File: src/rtl/iq_credit_scheduler.sv
// iq_credit_scheduler: rename-stage round-robin integer IQ assignment with per-IQ free-entry credits (ports: clk/rst, per-slot uop valid/isInt, fire, per-IQ freed counts, flush with post-flush free counts; outputs stall, per-slot port valid/index, credits, overflow pulse)
module iq_credit_scheduler #(
  parameter int WIDTH_ISSUE = 4,
  parameter int NUM_IQ = 2,
  parameter int IQ_DEPTH = 8,
  localparam int CW = $clog2(IQ_DEPTH + 1),
  localparam int FW = $clog2(WIDTH_ISSUE + 1),
  localparam int PW = $clog2(NUM_IQ)
) (
  input  logic clk,
  input  logic rst,
  input  logic [WIDTH_ISSUE-1:0] IN_uopValid,
  input  logic [WIDTH_ISSUE-1:0] IN_uopIsInt,
  input  logic IN_fire,
  input  logic [NUM_IQ-1:0][FW-1:0] IN_iqFreed,
  input  logic IN_flush,
  input  logic [NUM_IQ-1:0][CW-1:0] IN_flushFree,
  output logic OUT_stall,
  output logic [WIDTH_ISSUE-1:0] OUT_portValid,
  output logic [WIDTH_ISSUE-1:0][PW-1:0] OUT_port,
  output logic [NUM_IQ-1:0][CW-1:0] OUT_credits,
  output logic OUT_overflow
);
  localparam int NW = CW + 1;
  logic [NUM_IQ-1:0][CW-1:0] credit, tmp;
  logic [NUM_IQ-1:0][FW-1:0] placed;
  logic [NUM_IQ-1:0][NW-1:0] sum;
  logic [WIDTH_ISSUE-1:0][PW-1:0] port_raw;
  logic [WIDTH_ISSUE-1:0] valid_raw;
  logic [PW-1:0] rr_ptr, cur, sel, q;
  logic stall_raw, found, eff, ov_next;
  always_comb begin
    tmp = credit;
    cur = rr_ptr;
    placed = '0;
    stall_raw = 1'b0;
    valid_raw = '0;
    port_raw = '0;
    found = 1'b0;
    sel = '0;
    q = '0;
    for (int s = 0; s < WIDTH_ISSUE; s++) begin
      if (IN_uopValid[s] && IN_uopIsInt[s]) begin
        found = 1'b0;
        sel = cur;
        for (int k = 0; k < NUM_IQ; k++) begin
          q = cur + PW'(k);
          if (!found && tmp[q] != '0) begin
            found = 1'b1;
            sel = q;
          end
        end
        if (found) begin
          tmp[sel] = tmp[sel] - CW'(1);
          placed[sel] = placed[sel] + FW'(1);
          cur = sel + PW'(1);
          port_raw[s] = sel;
          valid_raw[s] = 1'b1;
        end else begin
          stall_raw = 1'b1;
        end
      end
    end
  end
  // Stall is independent of IN_fire so rename's stall OR cannot loop back through fire.
  assign eff = IN_fire && !stall_raw;
  always_comb begin
    sum = '0;
    ov_next = 1'b0;
    for (int i = 0; i < NUM_IQ; i++) begin
      sum[i] = {1'b0, credit[i]} - (eff ? NW'(placed[i]) : NW'(0)) + NW'(IN_iqFreed[i]);
      ov_next = ov_next | (sum[i] > NW'(IQ_DEPTH));
    end
  end
  always_ff @(posedge clk) begin
    if (rst) begin
      for (int i = 0; i < NUM_IQ; i++) credit[i] <= CW'(IQ_DEPTH);
      rr_ptr <= '0;
      OUT_overflow <= 1'b0;
    end else if (IN_flush) begin
      credit <= IN_flushFree;
      rr_ptr <= '0;
      OUT_overflow <= 1'b0;
    end else begin
      for (int i = 0; i < NUM_IQ; i++)
        credit[i] <= sum[i] > NW'(IQ_DEPTH) ? CW'(IQ_DEPTH) : sum[i][CW-1:0];
      OUT_overflow <= ov_next;
      if (eff && |valid_raw) rr_ptr <= cur;
    end
  end
  assign OUT_stall = !rst && stall_raw;
  assign OUT_portValid = (rst || stall_raw) ? '0 : valid_raw;
  assign OUT_port = port_raw;
  assign OUT_credits = credit;
endmodule
File: config.mk
export PLATFORM = sky130hd
export DESIGN_NAME = iq_credit_scheduler
export DESIGN_NICKNAME = d
export VERILOG_FILES = /design/src/rtl/iq_credit_scheduler.sv
export SDC_FILE = /design/constraint.sdc
export NUM_CORES = 1
export LEC_CHECK = 0
export BUFFER_PORTS_ARGS = -buffer_cell sky130_fd_sc_hd__buf_4
export CAP_MARGIN = 20
export CORE_MARGIN = 8
export CORE_UTILIZATION = 58
export CTS_CLUSTER_DIAMETER = 50
export CTS_CLUSTER_SIZE = 40
export DETAILED_ROUTE_END_ITERATION = 6
export PLACE_DENSITY = 0.79
export RECOVER_POWER = 25
export SLEW_MARGIN = 20
export SYNTH_ARGS = -nofsm -noshare
export SYNTH_HDL_FRONTEND = slang
export SYNTH_SLANG_ARGS = --single-unit
File: constraint.sdc
create_clock -name clk -period 9.8 [get_ports clk]
set_input_delay 0.49 -clock clk [delete_from_list [all_inputs] [get_ports clk]]
set_output_delay 0.49 -clock clk [all_outputs]
set_load 0.02 [all_outputs]
Word-level counts from Yosys, hierarchy flattened

Index checks and enable logic that the tools add are counted.

Flip-flop bits (word level): 10
Bits of input ports: 26
Output and inout port bits: 18
Logic and storage cells: 200

Add/subtract/negate cells: 19
$lt $le $gt $ge: 18
Mux-type cells: 125
Bitwise gates (word level): 2
Reduce and logical (&&, ||, !) cells: 32

Operators with widths:

| cell                                                       | number |
|---|---|
| two-way mux 4 bit                                          | 28 |
| two-way mux 1 bit                                          | 56 |
| two-way mux 8 bit                                          | 7 |
| two-way mux 6 bit                                          | 8 |
| two-way mux 3 bit                                          | 13 |
| nonzero test 4 bit                                         | 8 |
| bitwise mux 8 bit                                          | 3 |
| less-than comparator 1 x 2 -> 1 bit, second input constant | 12 |
| bitwise mux 6 bit                                          | 3 |
| logical AND 1 bit                                          | 15 |
| adder 3 x 1 -> 3 bit, second input constant                | 4 |
| demux 3 bit (select 1 bit)                                 | 4 |
| demux 4 bit (select 1 bit)                                 | 3 |
| subtractor 4 x 1 -> 4 bit, second input constant           | 3 |
| adder 5 x 3 -> 5 bit                                       | 2 |
| > comparator 5 x 4 -> 1 bit, second input constant         | 2 |
| subtractor 4 x 3 -> 5 bit                                  | 2 |
| adder 1 bit, second input constant                         | 8 |
| AND 6 bit                                                  | 1 |
| logical NOT 1 bit                                          | 6 |
| >= comparator 1 bit, second input constant                 | 4 |
| OR reduction 4 bit                                         | 1 |
| OR reduction 2 bit                                         | 1 |
| logical OR 1 bit                                           | 1 |
| bitwise OR 1 bit                                           | 1 |

Longest topological paths before layout

Depth after elaboration: 70
Mapped depth: 50
Mapped depth without buffers: 48

Worst setup path before layout

Ideal clock, no wire load.

Path kind: flip-flop to flip-flop
From: reg credit, in the netlist OUT_credits[6]
To: reg credit, in the netlist OUT_credits[0]
Setup time: 0.127 ns
Arrival time: 8.420 ns
Data required time: 9.673 ns
Path slack: 1.253 ns
Stages on the path, launching flop included: 51
Buffers on the path: 2
Clock period less this slack: 8.547 ns
Cell sequence: dfxtp_1 -> buf_2 -> o41ai_4 -> a21oi_1 -> a21o_1 -> ha_1 -> inv_1 -> o21ai_1 -> a211o_1 -> a21bo_4 -> nor2_1 -> nor2_1 -> nand2_1 -> o21ai_0 -> ha_1 -> buf_1 -> and3_1 -> o211ai_1 -> [... 15 more ...] -> a22oi_1 -> o21ai_1 -> ha_1 -> nor3_1 -> o21ai_0 -> nor4b_1 -> a211oi_1 -> fa_1 -> inv_1 -> ha_1 -> a21o_1 -> a21oi_1 -> xnor2_1 -> a21oi_1 -> nand2_1 -> nor2_1 -> a21oi_1 -> nor2_1

Longest elaborated chain between the ends: 70
Elaborated cells between the ends (all ways): 149
Classes of those cells: add/sub (14); order compare (9); mux (103); bitwise (1); reduce/logical (22)

Ends and longest elaborated chain:

| what                                                                               | line | source |
|---|---|---|
| start: declaration                                                                 | 25   | `logic [NUM_IQ-1:0][CW-1:0] credit, tmp;` |
| start signal: assignment                                                           | 81   | `credit <= IN_flushFree;` |
| start signal: indexed assignment                                                   | 86   | `credit[i] <= sum[i] > NW'(IQ_DEPTH) ? CW'(IQ_DEPTH) : sum[i][CW-1:0];` |
| parallel branches: the longest is 64 deep, another holds subtractor 4 x 1 -> 4 bit | n/a  |  |
| two-way mux 3 bit *                                                                | 71   | `sum[i] = {1'b0, credit[i]} - (eff ? NW'(placed[i]) : NW'(0)) + NW'(IN_iqFreed[i]);` |
| subtractor 4 x 3 -> 5 bit *                                                        | 71   |  |
| adder 5 x 3 -> 5 bit *                                                             | 71   |  |
| > comparator 5 x 4 -> 1 bit                                                        | 86   |  |
| two-way mux 4 bit *                                                                | 86   |  |
| two-way mux 8 bit *                                                                | 80   | `end else if (IN_flush) begin` |

Mark *: on every way between the ends. The select of a mux whose other input is x is not followed.
A chain may end at the register's enable or synchronous reset.

Final worst setup path

From: reg credit, in the netlist OUT_credits[5]
To: reg credit, in the netlist OUT_credits[0]

Same word-level chain as after synthesis.

==> out/results.tsv <==
stage	metric	value	unit
die	row count	24	
sta	Final setup viols	0	
logic_synthesis	syn_nets	404	
route	antenna-violating nets left	0	
route	DRC errors left	0	
sta	Fmax	110.1	MHz
logic_synthesis	Mapped Area	2615	um2
logic_synthesis	Avg Inst Size Synth	7.325	um2
critical_path	CP required	9.92	ns
final_layout	area grow syn2layout	15.22	%
sta	RSZ-0062 raised after global routing	no	
logic_synthesis	Distinct cells, synth	79	
final_layout	n_diodes	0	
grt	GRT overflow	0	
grt	GR peak layer	met2	
critical_path	Max Fanout on Critical Path	9	
clock_network	clk buf depth	2	
clock_network	clk sinks	10	
sta	max-slew violation count	0	
die	Die Wd	83.15	um
die	total die area	6913	um2
sta	Final WS setup	0.7162	ns
logic_synthesis	Syn Inst Count	357	
grt	largest net degree at the start of global routing	18	
clock_network	CTS Buf Count	3	
route	Iter 0 DRT Violations	246	
clock_network	Skew-Pair Late Insertion Delay	0.24	ns
sta	final hold violation count	0	
route	vias post-DR	2918	
critical_path	crit-path max cell delay	0.49	ns
place	Post-DP HPWL	6347	um
final_layout	share of cells above drive strength 1	21.68	%
grt	M3 GR Usage	2.441	%
logic_synthesis	synth cell count leaders	nand2_1, inv_1, a21oi_1	
logic_synthesis	Post-synth top flop	dfxtp_1	
critical_path	crit-path most repeated cell	nor2_1	
sta	post-route minimum period	9.084	ns
pwr	power density over cell area	257.3	nW/um2
grt	Total GRT Usage	21.42	%
critical_path	CP Launch Type	register	
critical_path	Slowest-stage cell, CP	o41ai_4	
grt	grt met2 use	35.08	%
grt	vias in the first global route	2731	
route	Via density	6.572	
route	WL/cell	17.83	um
place	IO Port Bufs	43	
run	Max-cap violations	0	
logic_synthesis	register area share after synthesis	7.656	%
pwr	Peak VDD IR	0.1812	mV
grt	initial antenna violation count	0	
die	Core ar.	4354	um2
logic_synthesis	Synth area leaders	dfxtp_1, ha_1, a21oi_1	
sta	setup_tns	0	ns
sta	Slew HR	47.86	%
die	I/O pins	44	
logic_synthesis	Seq cells post-synth	10	
die	Initial Util	60.06	%
logic_synthesis	Synth Warn #	0	
final_layout	Layout Nets	441	
place	pre-CTS setup slack	0.4170	ns
sta	Worst-Margin Slew	0.7762	ns
sta	clock skew	0.002760	ns
die	Die H	83.15	um
place	GP Congestion	0.9341	
grt	met1 GRT Util	27.02	%
clock_network	CTS Root Cell	clkbuf_8	
run_status	status	complete, no violations	
critical_path	WP data arrival	9.21	ns
logic_synthesis	post-synth top area share	7.656	%
route	TritonRoute pass-1 iters	5	
worst_hold_path	Hold WC Path Type	input pin to register	
route	final wirelength	7918	um
clock_network	# H-tree levels	1	
logic_synthesis	cell accounting for the most synthesized area	dfxtp_1	
logic_synthesis	post-synthesis async set-or-reset flop share	0	%
pwr	Pleak	0.001302	uW
sta	crit share post-route	92.69	%
clock_network	clock-pin transition on the worst setup and hold timing paths	0.05	ns
clock_network	CTS tree	built	
logic_synthesis	Post-synth EDFFs	0	
logic_synthesis	most common cell in the netlist	nand2_1	
critical_path	critical path class	register to register	
critical_path	Worst Setup End Kind	register	
grt	global-route wire length before repair	12850	um
layout make-up:
class | count | area (um2)
multi-input combinational | 297 | 2233
timing repair buffer | 49 | 345.3
fill | 389 | 1341
sequential | 10 | 200.2
clock buffer | 3 | 41.29
tap | 52 | 65.06
inverter | 33 | 127.6
registers in the layout, summed over array words and instances (netlist names):
name	flops
rr_ptr	1
OUT_credits	8
OUT_overflow	1
worst max-delay path, delay by kind of cell (launching register included):
kind,cells,cell delay (ns)
adder cells (fa/ha/maj),6,1.88
multiplexers,2,0.34
AND/OR/NAND/NOR,12,1.54
flip-flops,1,0.40
AO/OA/AOI/OAI,22,4.42
buffers and inverters,2,0.20
XOR/XNOR,1,0.18
layout by cell type, fill, tap and decap left out, drive strengths merged, types with 10 or more instances in the layout:
master | Yosys | layout
buf | 10 | 43
nand2 | 37 | 37
inv | 32 | 32
a21oi | 30 | 30
nor2 | 25 | 25
nor3 | 19 | 19
o21ai | 18 | 18
ha | 15 | 15
xnor2 | 14 | 14
a21o | 12 | 12
dfxtp | 10 | 10
mux2i | 10 | 10
metal layers:
layer | up-vias | routed length, um | share of wire [%]
met5 | - | 0 | 0
met4 | 0 | 347 | 4.4
met3 | 37 | 578 | 7.3
met2 | 157 | 3717 | 47
met1 | 1339 | 3274 | 41
li1 | 1385 | - | -
kinds of logic after synthesis:
family                   count (synthesis)  synth area share, %
AND/OR/NAND/NOR                        128                26.03
XOR/XNOR                                19                6.890
buffers and inverters                   50                8.325
multiplexers                            11                4.737
adder cells (fa/ha/maj)                 21                11.77
AO/OA/AOI/OAI                          118                34.59
flip-flops                              10                7.655
final timing paths:
check                   from              to  slack (ns)  cells after the start
max           OUT_credits[5]  OUT_credits[0]        0.72                     45
min          IN_flushFree[4]  OUT_credits[4]        0.48                      3
max reg2reg   OUT_credits[5]  OUT_credits[0]        0.72                     45
min reg2reg           rr_ptr          rr_ptr        0.88                      2
report_power, final:
part | internal, uW | leakage, uW | switching [uW]
combinational | 267 | 0.00120 | 389
clock | 26.9 | 0.0000216 | 15.7
sequential | 51.0 | 0.0000826 | 25.7
per-stage QoR:
stage | std cells | total power, uW | util (%) | instance area (um2) | hold WS (ns)
2_1_floorplan | 357 | 573.6 | - | 2615 | 0.6307
3_3_place_gp | 436 | 692.0 | 67.07 | 2920 | 0.7221
3_5_place_dp | 436 | 706.0 | 67.07 | 2920 | 0.7243
4_1_cts | 439 | 752.1 | 68.02 | 2962 | 0.4769
5_1_grt | 444 | 843.8 | 69.20 | 3013 | 0.5018
6_report | 444 | 775.1 | 69.20 | 3013 | 0.4850
timing repair:
| action | CTS | global route |
|---|---|---|
| setup buffers | 0 | 5 |
| setup endpoints to repair | 0 | 8 |
| hold buffers | 0 | 0 |
| gates resized for setup | 0 | 11 |
No activity file was read; power rests on OpenSTA's default activity.
